===== src/rtl/oam_line_scanner_if.sv =====
// oam_line_scanner_if: OAM read port, line control and pixel lookup bundle.
// Carries overflow only when OAM_OVERFLOW_EN is defined.
interface oam_line_scanner_if #(
  parameter int AW = 3
);
  logic          line_start;
  logic [9:0]    scan_y;
  logic [AW-1:0] oam_rd_addr;
  logic [31:0]   oam_rd_data;
  logic          pix_valid;
  logic [9:0]    pix_x;
  logic          spr_hit;
  logic [11:0]   spr_addr;
  logic          scan_busy;
`ifdef OAM_OVERFLOW_EN
  logic          overflow;

  modport master (
    output line_start, scan_y, oam_rd_data,
    output pix_valid, pix_x,
    input  oam_rd_addr, spr_hit, spr_addr,
    input  scan_busy, overflow
  );

  modport slave (
    input  line_start, scan_y, oam_rd_data,
    input  pix_valid, pix_x,
    output oam_rd_addr, spr_hit, spr_addr,
    output scan_busy, overflow
  );
`else
  modport master (
    output line_start, scan_y, oam_rd_data,
    output pix_valid, pix_x,
    input  oam_rd_addr, spr_hit, spr_addr,
    input  scan_busy
  );

  modport slave (
    input  line_start, scan_y, oam_rd_data,
    input  pix_valid, pix_x,
    output oam_rd_addr, spr_hit, spr_addr,
    output scan_busy
  );
`endif
endinterface


===== src/rtl/oam_line_scanner.sv =====
// oam_line_scanner: per-line OAM sprite evaluator with double line buffer.
// Optional sticky overflow flag: define OAM_OVERFLOW_EN.
module oam_line_scanner #(
  parameter int         NUM_OBJECTS  = 8,
  parameter int         MAX_PER_LINE = 4,
  parameter int         OBJ_SIZE     = 8,
  parameter logic [1:0] TYPE_MATCH   = 2'b01
) (
  input logic               clk,
  input logic               reset,
  oam_line_scanner_if.slave bus
);
  localparam int AW = (NUM_OBJECTS > 1) ? $clog2(NUM_OBJECTS) : 1;
  localparam int CW = $clog2(MAX_PER_LINE + 1);
  localparam int SW = 19;

  typedef enum logic [1:0] {IDLE, SCAN, DRAIN} state_t;

  state_t        state, state_nxt;
  logic [AW-1:0] addr, addr_nxt;
  logic [9:0]    scan_y_q;
  logic [SW-1:0] back_buf  [MAX_PER_LINE];
  logic [SW-1:0] front_buf [MAX_PER_LINE];
  logic [CW-1:0] back_cnt, front_cnt;

  logic [31:0]   wd;
  logic          eval_en, accept, full, wr_en;
  logic [10:0]   dy;
  logic [SW-1:0] new_slot;
  logic          unused_bits;

  assign wd          = bus.oam_rd_data;
  assign unused_bits = ^{wd[31], wd[7:6]};
  assign eval_en     = (state == SCAN && addr != '0)
                     || state == DRAIN;
  assign dy          = {1'b0, scan_y_q} - {1'b0, wd[17:8]};
  assign accept      = eval_en && wd[28]
                     && wd[30:29] == TYPE_MATCH
                     && !dy[10] && dy < 11'(OBJ_SIZE);
  assign full        = back_cnt == CW'(MAX_PER_LINE);
  assign wr_en       = accept && !full;
  assign new_slot    = {wd[27:18], dy[2:0], wd[5:3], wd[2:0]};

  always_comb begin
    state_nxt = state;
    addr_nxt  = addr;
    unique case (state)
      IDLE: ;
      SCAN: begin
        if (addr == AW'(NUM_OBJECTS - 1)) state_nxt = DRAIN;
        else addr_nxt = addr + AW'(1);
      end
      DRAIN: begin
        state_nxt = IDLE;
        addr_nxt  = '0;
      end
      default: state_nxt = IDLE;
    endcase
    if (bus.line_start) begin
      state_nxt = SCAN;
      addr_nxt  = '0;
    end
  end

  // On a swap the word evaluated this cycle still lands in the new front.
  always_ff @(posedge clk) begin
    if (reset) begin
      state     <= IDLE;
      addr      <= '0;
      back_cnt  <= '0;
      front_cnt <= '0;
    end else begin
      state <= state_nxt;
      addr  <= addr_nxt;
      if (bus.line_start) begin
        scan_y_q  <= bus.scan_y;
        front_cnt <= back_cnt + CW'(wr_en);
        back_cnt  <= '0;
        for (int i = 0; i < MAX_PER_LINE; i++)
          front_buf[i] <= (wr_en && back_cnt == CW'(i))
                        ? new_slot : back_buf[i];
      end else if (wr_en) begin
        back_cnt <= back_cnt + CW'(1);
        for (int i = 0; i < MAX_PER_LINE; i++)
          if (back_cnt == CW'(i)) back_buf[i] <= new_slot;
      end
    end
  end

`ifdef OAM_OVERFLOW_EN
  logic ovf_q;

  always_ff @(posedge clk) begin
    if (reset) ovf_q <= 1'b0;
    else if (accept && full) ovf_q <= 1'b1;
  end

  assign bus.overflow = ovf_q;
`endif

  logic [10:0] pxd [MAX_PER_LINE];
  logic        hit;
  logic [11:0] hit_addr;

  always_comb begin
    for (int i = 0; i < MAX_PER_LINE; i++)
      pxd[i] = {1'b0, bus.pix_x} - {1'b0, front_buf[i][18:9]};
  end

  // Walk downwards so the lowest slot index wins.
  always_comb begin
    hit      = 1'b0;
    hit_addr = '0;
    for (int i = MAX_PER_LINE - 1; i >= 0; i--) begin
      if (CW'(i) < front_cnt && !pxd[i][10]
          && pxd[i] < 11'(OBJ_SIZE)) begin
        hit      = 1'b1;
        hit_addr = {front_buf[i][5:0], front_buf[i][8:6],
                    pxd[i][2:0]};
      end
    end
  end

  always_ff @(posedge clk) begin
    if (reset) begin
      bus.spr_hit  <= 1'b0;
      bus.spr_addr <= '0;
    end else begin
      bus.spr_hit <= bus.pix_valid && hit;
      if (bus.pix_valid && hit) bus.spr_addr <= hit_addr;
    end
  end

  assign bus.oam_rd_addr = addr;
  assign bus.scan_busy   = state != IDLE;
endmodule


===== src/flat_wrapper.sv =====
// flat-port wrapper written by rule: the top's interface ports become plain ports
module oam_line_scanner_flat 
#(
  parameter int         NUM_OBJECTS  = 8,
  parameter int         MAX_PER_LINE = 4,
  parameter int         OBJ_SIZE     = 8,
  parameter logic [1:0] TYPE_MATCH   = 2'b01
)
  (clk, reset, bus_line_start, bus_scan_y, bus_oam_rd_data, bus_pix_valid, bus_pix_x, bus_oam_rd_addr, bus_spr_hit, bus_spr_addr, bus_scan_busy);
  oam_line_scanner_if #(.AW(3)) bus_i ();
  input logic clk;
  input logic reset;
  input wire logic [$bits(bus_i.line_start)-1:0] bus_line_start;
  input wire logic [$bits(bus_i.scan_y)-1:0] bus_scan_y;
  input wire logic [$bits(bus_i.oam_rd_data)-1:0] bus_oam_rd_data;
  input wire logic [$bits(bus_i.pix_valid)-1:0] bus_pix_valid;
  input wire logic [$bits(bus_i.pix_x)-1:0] bus_pix_x;
  output wire logic [$bits(bus_i.oam_rd_addr)-1:0] bus_oam_rd_addr;
  output wire logic [$bits(bus_i.spr_hit)-1:0] bus_spr_hit;
  output wire logic [$bits(bus_i.spr_addr)-1:0] bus_spr_addr;
  output wire logic [$bits(bus_i.scan_busy)-1:0] bus_scan_busy;
  assign bus_i.line_start = bus_line_start;
  assign bus_i.scan_y = bus_scan_y;
  assign bus_i.oam_rd_data = bus_oam_rd_data;
  assign bus_i.pix_valid = bus_pix_valid;
  assign bus_i.pix_x = bus_pix_x;
  assign bus_oam_rd_addr = bus_i.oam_rd_addr;
  assign bus_spr_hit = bus_i.spr_hit;
  assign bus_spr_addr = bus_i.spr_addr;
  assign bus_scan_busy = bus_i.scan_busy;
  oam_line_scanner #(.NUM_OBJECTS(NUM_OBJECTS), .MAX_PER_LINE(MAX_PER_LINE), .OBJ_SIZE(OBJ_SIZE), .TYPE_MATCH(TYPE_MATCH)) u_core (.clk(clk), .reset(reset), .bus(bus_i));
endmodule

===== config.mk =====
export PLATFORM = sky130hd
export DESIGN_NAME = oam_line_scanner_flat
export DESIGN_NICKNAME = d
export VERILOG_FILES = /design/src/rtl/oam_line_scanner_if.sv /design/src/rtl/oam_line_scanner.sv /design/src/flat_wrapper.sv
export SDC_FILE = /design/constraint.sdc
export NUM_CORES = 1
export LEC_CHECK = 0
export ABC_AREA = 1
export ABC_CLOCK_PERIOD_IN_PS = 4300
export BUFFER_PORTS_ARGS = -buffer_cell sky130_fd_sc_hd__buf_2
export CORE_ASPECT_RATIO = 1.25
export CORE_UTILIZATION = 55
export CTS_BUF_LIST = sky130_fd_sc_hd__clkbuf_16
export DETAILED_ROUTE_END_ITERATION = 16
export PLACE_DENSITY_LB_ADDON = 0.3
export SLEW_MARGIN = 10
export SYNTH_ARGS = -nofsm -noshare
export SYNTH_HDL_FRONTEND = slang
export SYNTH_SLANG_ARGS = --single-unit
export TNS_END_PERCENT = 30

===== constraint.sdc =====
create_clock -name clk -period 4.3 [get_ports clk]
set_input_delay 0.215 -clock clk [delete_from_list [all_inputs] [get_ports clk]]
set_output_delay 0.215 -clock clk [all_outputs]
set_load 0.05 [all_outputs]

==> metrics, run 1 <==
Setup violations, final 0; CTS tree done; hold_sp bus_oam_rd_data[18]; RSZ-0062 raised after global routing no; Synth area leader edfxtp_1; DRT Wirelength 23,700 um; largest net degree at the start of global routing 51; clk_lat worst skew 430 ps; gp weighted congestion 0.933; Syn Area/Cell 8.33 um^2; final setup TNS 0 ps; FILL cells 1,586; gr usage total 0.249; most numerous cell in the Yosys netlist nand2_1; Crit-path slowest cell fa_1; DRC Markers 0; Yosys reg bits 186; Yosys top cell area share 0.455; Die Wd 127 um; outcome complete, no violations; CP arrival 3280 ps; Ant. Diodes 0; number of synthesized flops with an enable pin 162; DP HPWL 17,400 um; Wirelength per Cell 14.6 um; grt total ovfl 0; top post-synthesis cells by area edfxtp_1, nand2_1, ha_1; sink of the worst hold path u_core.back_buf[1][9]; vias in the first global route 7,982; initial antenna violation count 0; clk root buf clkbuf_16; crit path kind reg2reg; # clock sinks 186; r2r worst-path depth 17; remaining antenna violation count 0; Peak VDD IR 0.329 mV; critical path's top delay family simple AND/OR/NAND/NOR gates; final worst path period share 0.724; CP max stage delay 440 ps; Mapped Nets 1,406; Nets 1,498; commonest cells in the netlist nand2_1, inv_1, edfxtp_1, nand3_1, nor2_1; cells along the critical path inv_1, ha_1, inv_1, fa_1, nand3_1, nand2_1, a21oi_1, xor2_1, inv_1, nand2_1, nor2_2, nand4_4, nor2_2, buf_4, inv_2, nand2_1, nand2_1; r2r endpoint u_core.front_buf[0][7]; Primary FF master, synth edfxtp_1; Syn Std Cell Area 10,700 um^2; cell mode on critical path nand2_1; R2R Setup Slk 1190 ps; Yosys cell types 38; P per Cell Area 329 nW/um^2; Final Hold Violating Endpoints 0; Hold WC Path Type in2reg; Leakage 5.76 nW; Post-Syn Instances 1,285; layout cells sized above 1 0.107; total number of vias 8,378; first-pass GRT wire length 37,800 um; core area 18,900 um^2; hold path cells 1; # IOs 73; Max FO, Critical Path 20; async set-reset flop share out of synthesis 0; startpoint type of the worst setup path flip-flop; Die ar. 20,000 um^2; Seq/Total Area, Yosys 0.500; Core Util, Final 0.631; Worst-path clk slew 70 ps; worst r2r src u_core.scan_y_q[0]; Core Rows 56; Setup Skew 11.7 ps; vias per inst 5.17; CP Capture Type flip-flop; max-slew violation count 0; minimum clock period 3110 ps; Area Growth Syn to Fin 11.5%; Synth warnings 0; Die Y 158 um; Req. time, crit path 4470 ps; port bufs 69; slew margin rel. 0.614; drt first pass iters 5; Starting DRT DRC Count 542; achievable frequency 321 MHz; Bufs and invs on worst path 5; Max Root-Sink Buffers 2; total CTS buffers 17; Initial Utilization 0.566; Post-CTS Setup Inserts 0; Slew @ Worst Pin 579 ps; maxcap violations 0; CTS H-tree lvls 4
-- timing repair --
action | CTS | global route
hold buffers | 10 | 0
endpoints found under the hold margin | 10 | 0
gates resized for setup | 0 | 0
-- where the power goes --
part / total (W) / switching (W) / internal, W
Combinational: 0.000460 / 0.000304 / 0.000156
Clock: 0.00147 / 0.000705 / 0.000765
Sequential: 0.00200 / 0.00000977 / 0.00199
Total: 0.00393 / 0.00102 / 0.00291
-- flip-flops by register name (all words and copies together) (netlist names) --
signal / flops
u_core.bus.spr_addr: 12
u_core.scan_y_q: 10
u_core.back_buf: 76
u_core.front_cnt: 3
u_core.bus.spr_hit: 1
u_core.back_cnt: 3
u_core.front_buf: 76
u_core.state: 2
u_core.bus.oam_rd_addr: 3
-- worst max-delay path by stage --
| stage | from | endpoint | slack, ps | depth (start not counted) |
|---|---|---|---|---|
| floorplan | u_core.scan_y_q[0] | u_core.back_buf[0][0] | 620 | 13 |
| global placement | bus_pix_x[1] | u_core.bus.spr_addr[2] | 1220 | 21 |
| detailed placement | u_core.scan_y_q[0] | u_core.back_buf[1][13] | 1200 | 14 |
| CTS | u_core.scan_y_q[0] | u_core.back_buf[1][11] | 1180 | 14 |
| global route | u_core.front_buf[0][9] | u_core.bus.spr_addr[2] | 960 | 20 |
| finish | u_core.scan_y_q[0] | u_core.front_buf[0][7] | 1190 | 17 |
-- placed cells by master (no fill, tap or decap), types with 6 or more instances in the layout --
master / Yosys / layout
o21ai_0: 17 / 17
a21oi_1: 41 / 41
ha_1: 60 / 60
clkbuf_16: 0 / 17
nand3b_1: 6 / 6
xor2_1: 8 / 8
buf_4: 0 / 18
nand3_1: 100 / 100
inv_6: 0 / 6
edfxtp_1: 162 / 162
xnor2_1: 6 / 6
dlygate4sd3_1: 0 / 10
nor2_2: 7 / 7
nor2_1: 77 / 76
dfxtp_1: 24 / 24
inv_1: 186 / 186
nand2_1: 505 / 505
buf_2: 6 / 69
nand4_1: 16 / 16
-- through the flow --
step	hold slack (ps)	area, um^2	setup slack (ps)	instances	power, W
after floorplan	284	10700	620	1285	0.00235
after global placement	391	11300	1220	1580	0.00248
after detailed placement	393	11300	1200	1580	0.00249
after CTS	49.4	11900	1180	1622	0.00394
after global routing	71.8	11900	965	1622	0.00408
final	71.8	11900	1190	1622	0.00393
-- worst register-to-register path, stage by stage (launching register included) --
cell,delay [ps]
edfxtp_1,360
inv_1,60
ha_1,130
inv_1,70
fa_1,440
nand3_1,130
nand2_1,110
a21oi_1,180
xor2_1,100
inv_1,60
nand2_1,60
nor2_2,150
nand4_4,140
nor2_2,120
buf_4,280
inv_2,260
nand2_1,140
nand2_1,90
-- kinds of logic after synthesis --
group	share of synthesized area
AO/OA/AOI/OAI	0.0363
XOR/XNOR	0.0130
buffers and inverters	0.0878
flip-flops	0.500
AND/OR/NAND/NOR	0.284
adder cells (fa/ha/maj)	0.0795
-- layer usage --
layer	part of all wire	global-route usage	up-vias
met4	0.039	0.137	0
met2	0.50	0.443	262
met1	0.41	0.288	3749
met5	0	0	-
li1	-	-	4308
met3	0.057	0.0382	59
-- cell type report --
class | count | area (um^2) | area share
clock buffers | 17 | 425 | 0.0357
clock inverters | 15 | 128 | 0.0107
inverters | 191 | 717 | 0.0601
multi-input cells | 884 | 4440 | 0.372
flip-flops and latches | 186 | 5350 | 0.448
well taps | 232 | 290 | 0.0243
repair buffers | 97 | 581 | 0.0487
Note: power is estimated with default switching activity, not from simulation.
==> run 2, diff against run 1 <==
Settings changed: ABC_CLOCK_PERIOD_IN_PS 4300 to 3000, CORE_UTILIZATION 55 to 60.
Clock period 4.3 ns to 3 ns, I/O delays scaled along.
==> metrics, run 2 (synthesis gave the netlist of run 1 again) <==
outcome complete, no violations; Slew @ Worst Pin 771 ps; grt total ovfl 0; first-pass GRT wire length 38,500 um; Die Wd 121 um; gr usage total 0.277; Nets 1,499; R2R Setup Slk 90 ps; hold_sp bus_line_start; Post-CTS Setup Inserts 0; core area 17,400 um^2; sink of the worst hold path u_core.state[0]; worst r2r src u_core.scan_y_q[0]; Max Root-Sink Buffers 2; final std cells w/o fill 1,615; hold path cells 3; FILL cells 1,336; Core Rows 54; Crit-path slowest cell fa_2; Reg area 5350 um^2; r2r endpoint u_core.front_cnt[2]; CTS H-tree lvls 4; Initial Utilization 0.614; Max FO, Critical Path 5; gp weighted congestion 0.994; total number of vias 8,617; # clock sinks 186; Final Hold Violating Endpoints 0; Hold WC Path Type in2reg; leading cell type in the layout, fill and taps excluded nand2_1; vias in the first global route 8,072; final worst path period share 0.969; DRT Wirelength 24,600 um; dpl cells 1,573; vias per inst 5.34; CTS tree done; maxcap violations 0; Die Y 151 um; CP max stage delay 420 ps; CP arrival 3260 ps; clk_lat worst skew 420 ps; drt first pass iters 5; r2r worst-path depth 18; Multi-input gate area 4500 um^2; Largest regs u_core.back_buf: 76 flops, u_core.front_buf: 76 flops, u_core.bus.spr_addr: 12 flops; Starting DRT DRC Count 702; minimum clock period 2910 ps; Peak VDD IR 0.345 mV; largest net degree at the start of global routing 90; clk root buf clkbuf_16; achievable frequency 344 MHz; DRC Markers 0; Req. time, crit path 3350 ps; Area Growth Syn to Fin 12.8%; P per Cell Area 478 nW/um^2; Die ar. 18,400 um^2; RSZ-0062 raised after global routing yes; startpoint type of the worst setup path flip-flop; commonest cells after routing, fill and taps aside nand2_1, inv_1, edfxtp_1; initial antenna violation count 0; layout cells sized above 1 0.116; Setup violations, final 0; remaining antenna violation count 0; Leakage 5.80 nW; DP HPWL 17,700 um; Setup Skew 9.21 ps; total CTS buffers 17; # IOs 73; slew margin rel. 0.484; crit path kind reg2reg; CP Capture Type flip-flop; port bufs 69; max-slew violation count 0; Worst-path clk slew 70 ps; cells along the critical path inv_1, ha_2, inv_2, fa_2, nand3_2, nand2_2, a21oi_1, xor2_1, nor2_2, nand4_1, a21oi_2, nand3_4, inv_2, ha_1, ha_1, xor2_1, nand2_1, o21ai_1; Wirelength per Cell 15.2 um; total power 0.00577 W; Ant. Diodes 0
==> run 2: cell count changes in the layout (fill, tap and decap cells not counted), sizes merged <==
cell / previous run / this run
buf: 87 / 88
clkbuf: 17 / 21
inv: 203 / 199
==> run 2: per-stage QoR <==
| step | setup slack, ps | hold WS, ps | util | TNS, ps | cell area, um^2 |
|---|---|---|---|---|---|
| detailed placement | -22.0 | 328 | 0.649 | -205 | 11300 |
| finish | 93.7 | 34.7 | 0.693 | 0 | 12100 |
| global route | -95.3 | 22.4 | 0.693 | -1100 | 12100 |
| floorplan | -680 | 219 | - | -51650 | 10700 |
| global placement | 77.5 | 326 | 0.649 | 0 | 11300 |
| CTS | 13.9 | 29.5 | 0.690 | 0 | 12000 |
==> run 2: worst max path at each step <==
| stage | cells after the start | slack, ps | startpoint | to |
|---|---|---|---|---|
| after CTS | 18 | 10 | u_core.scan_y_q[0] | u_core.front_cnt[2] |
| after detailed placement | 18 | -20 | u_core.scan_y_q[0] | u_core.front_cnt[2] |
| after global routing | 18 | -100 | u_core.scan_y_q[0] | u_core.front_cnt[2] |
| final | 18 | 90 | u_core.scan_y_q[0] | u_core.front_cnt[2] |
| after floorplan | 13 | -680 | u_core.scan_y_q[0] | u_core.back_buf[0][0] |
| after global placement | 14 | 80 | u_core.scan_y_q[0] | u_core.back_buf[2][3] |
==> run 2: power breakdown <==
part	switching, W	leakage (nW)	internal, W	total (W)
logic	0.000453	3.80	0.000229	0.000682
registers	0.0000143	1.68	0.00285	0.00286
clock network	0.000956	0.310	0.00127	0.00222
==> run 2: per-layer routing <==
metal	GRT usage	wire length, um	up-vias
met5	0	0	-
met4	0.144	1050	0
met3	0.0395	1300	76
met2	0.503	12700	327
met1	0.315	9580	3904
li1	-	-	4310
==> run 2: area by class of cell <==
class / instances / area share
flip-flops and latches: 186 / 0.443
multi-input cells: 884 / 0.372
inverters: 191 / 0.0594
repair buffers: 98 / 0.0524
clock buffers: 21 / 0.0435
well taps: 224 / 0.0232
clock inverters: 11 / 0.00632
==> run 2: critical path, delay by kind of cell, from the launching register on <==
kind / cells / cell delay [ps]
buffers and inverters: 3 / 200
flip-flops: 1 / 350
XOR/XNOR: 2 / 280
adder cells (fa/ha/maj): 4 / 860
AO/OA/AOI/OAI: 3 / 460
AND/OR/NAND/NOR: 6 / 660
==> run 2: what timing repair did <==
| item | 4_1_cts | 5_1_grt |
|---|---|---|
| hold buffers | 10 | 0 |
| resized for setup | 2 | 16 |
| gates cloned | 0 | 0 |
| endpoints found under the hold margin | 10 | 0 |
| endpoints found under the setup margin | 20 | 91 |
| pin swaps | 1 | 5 |
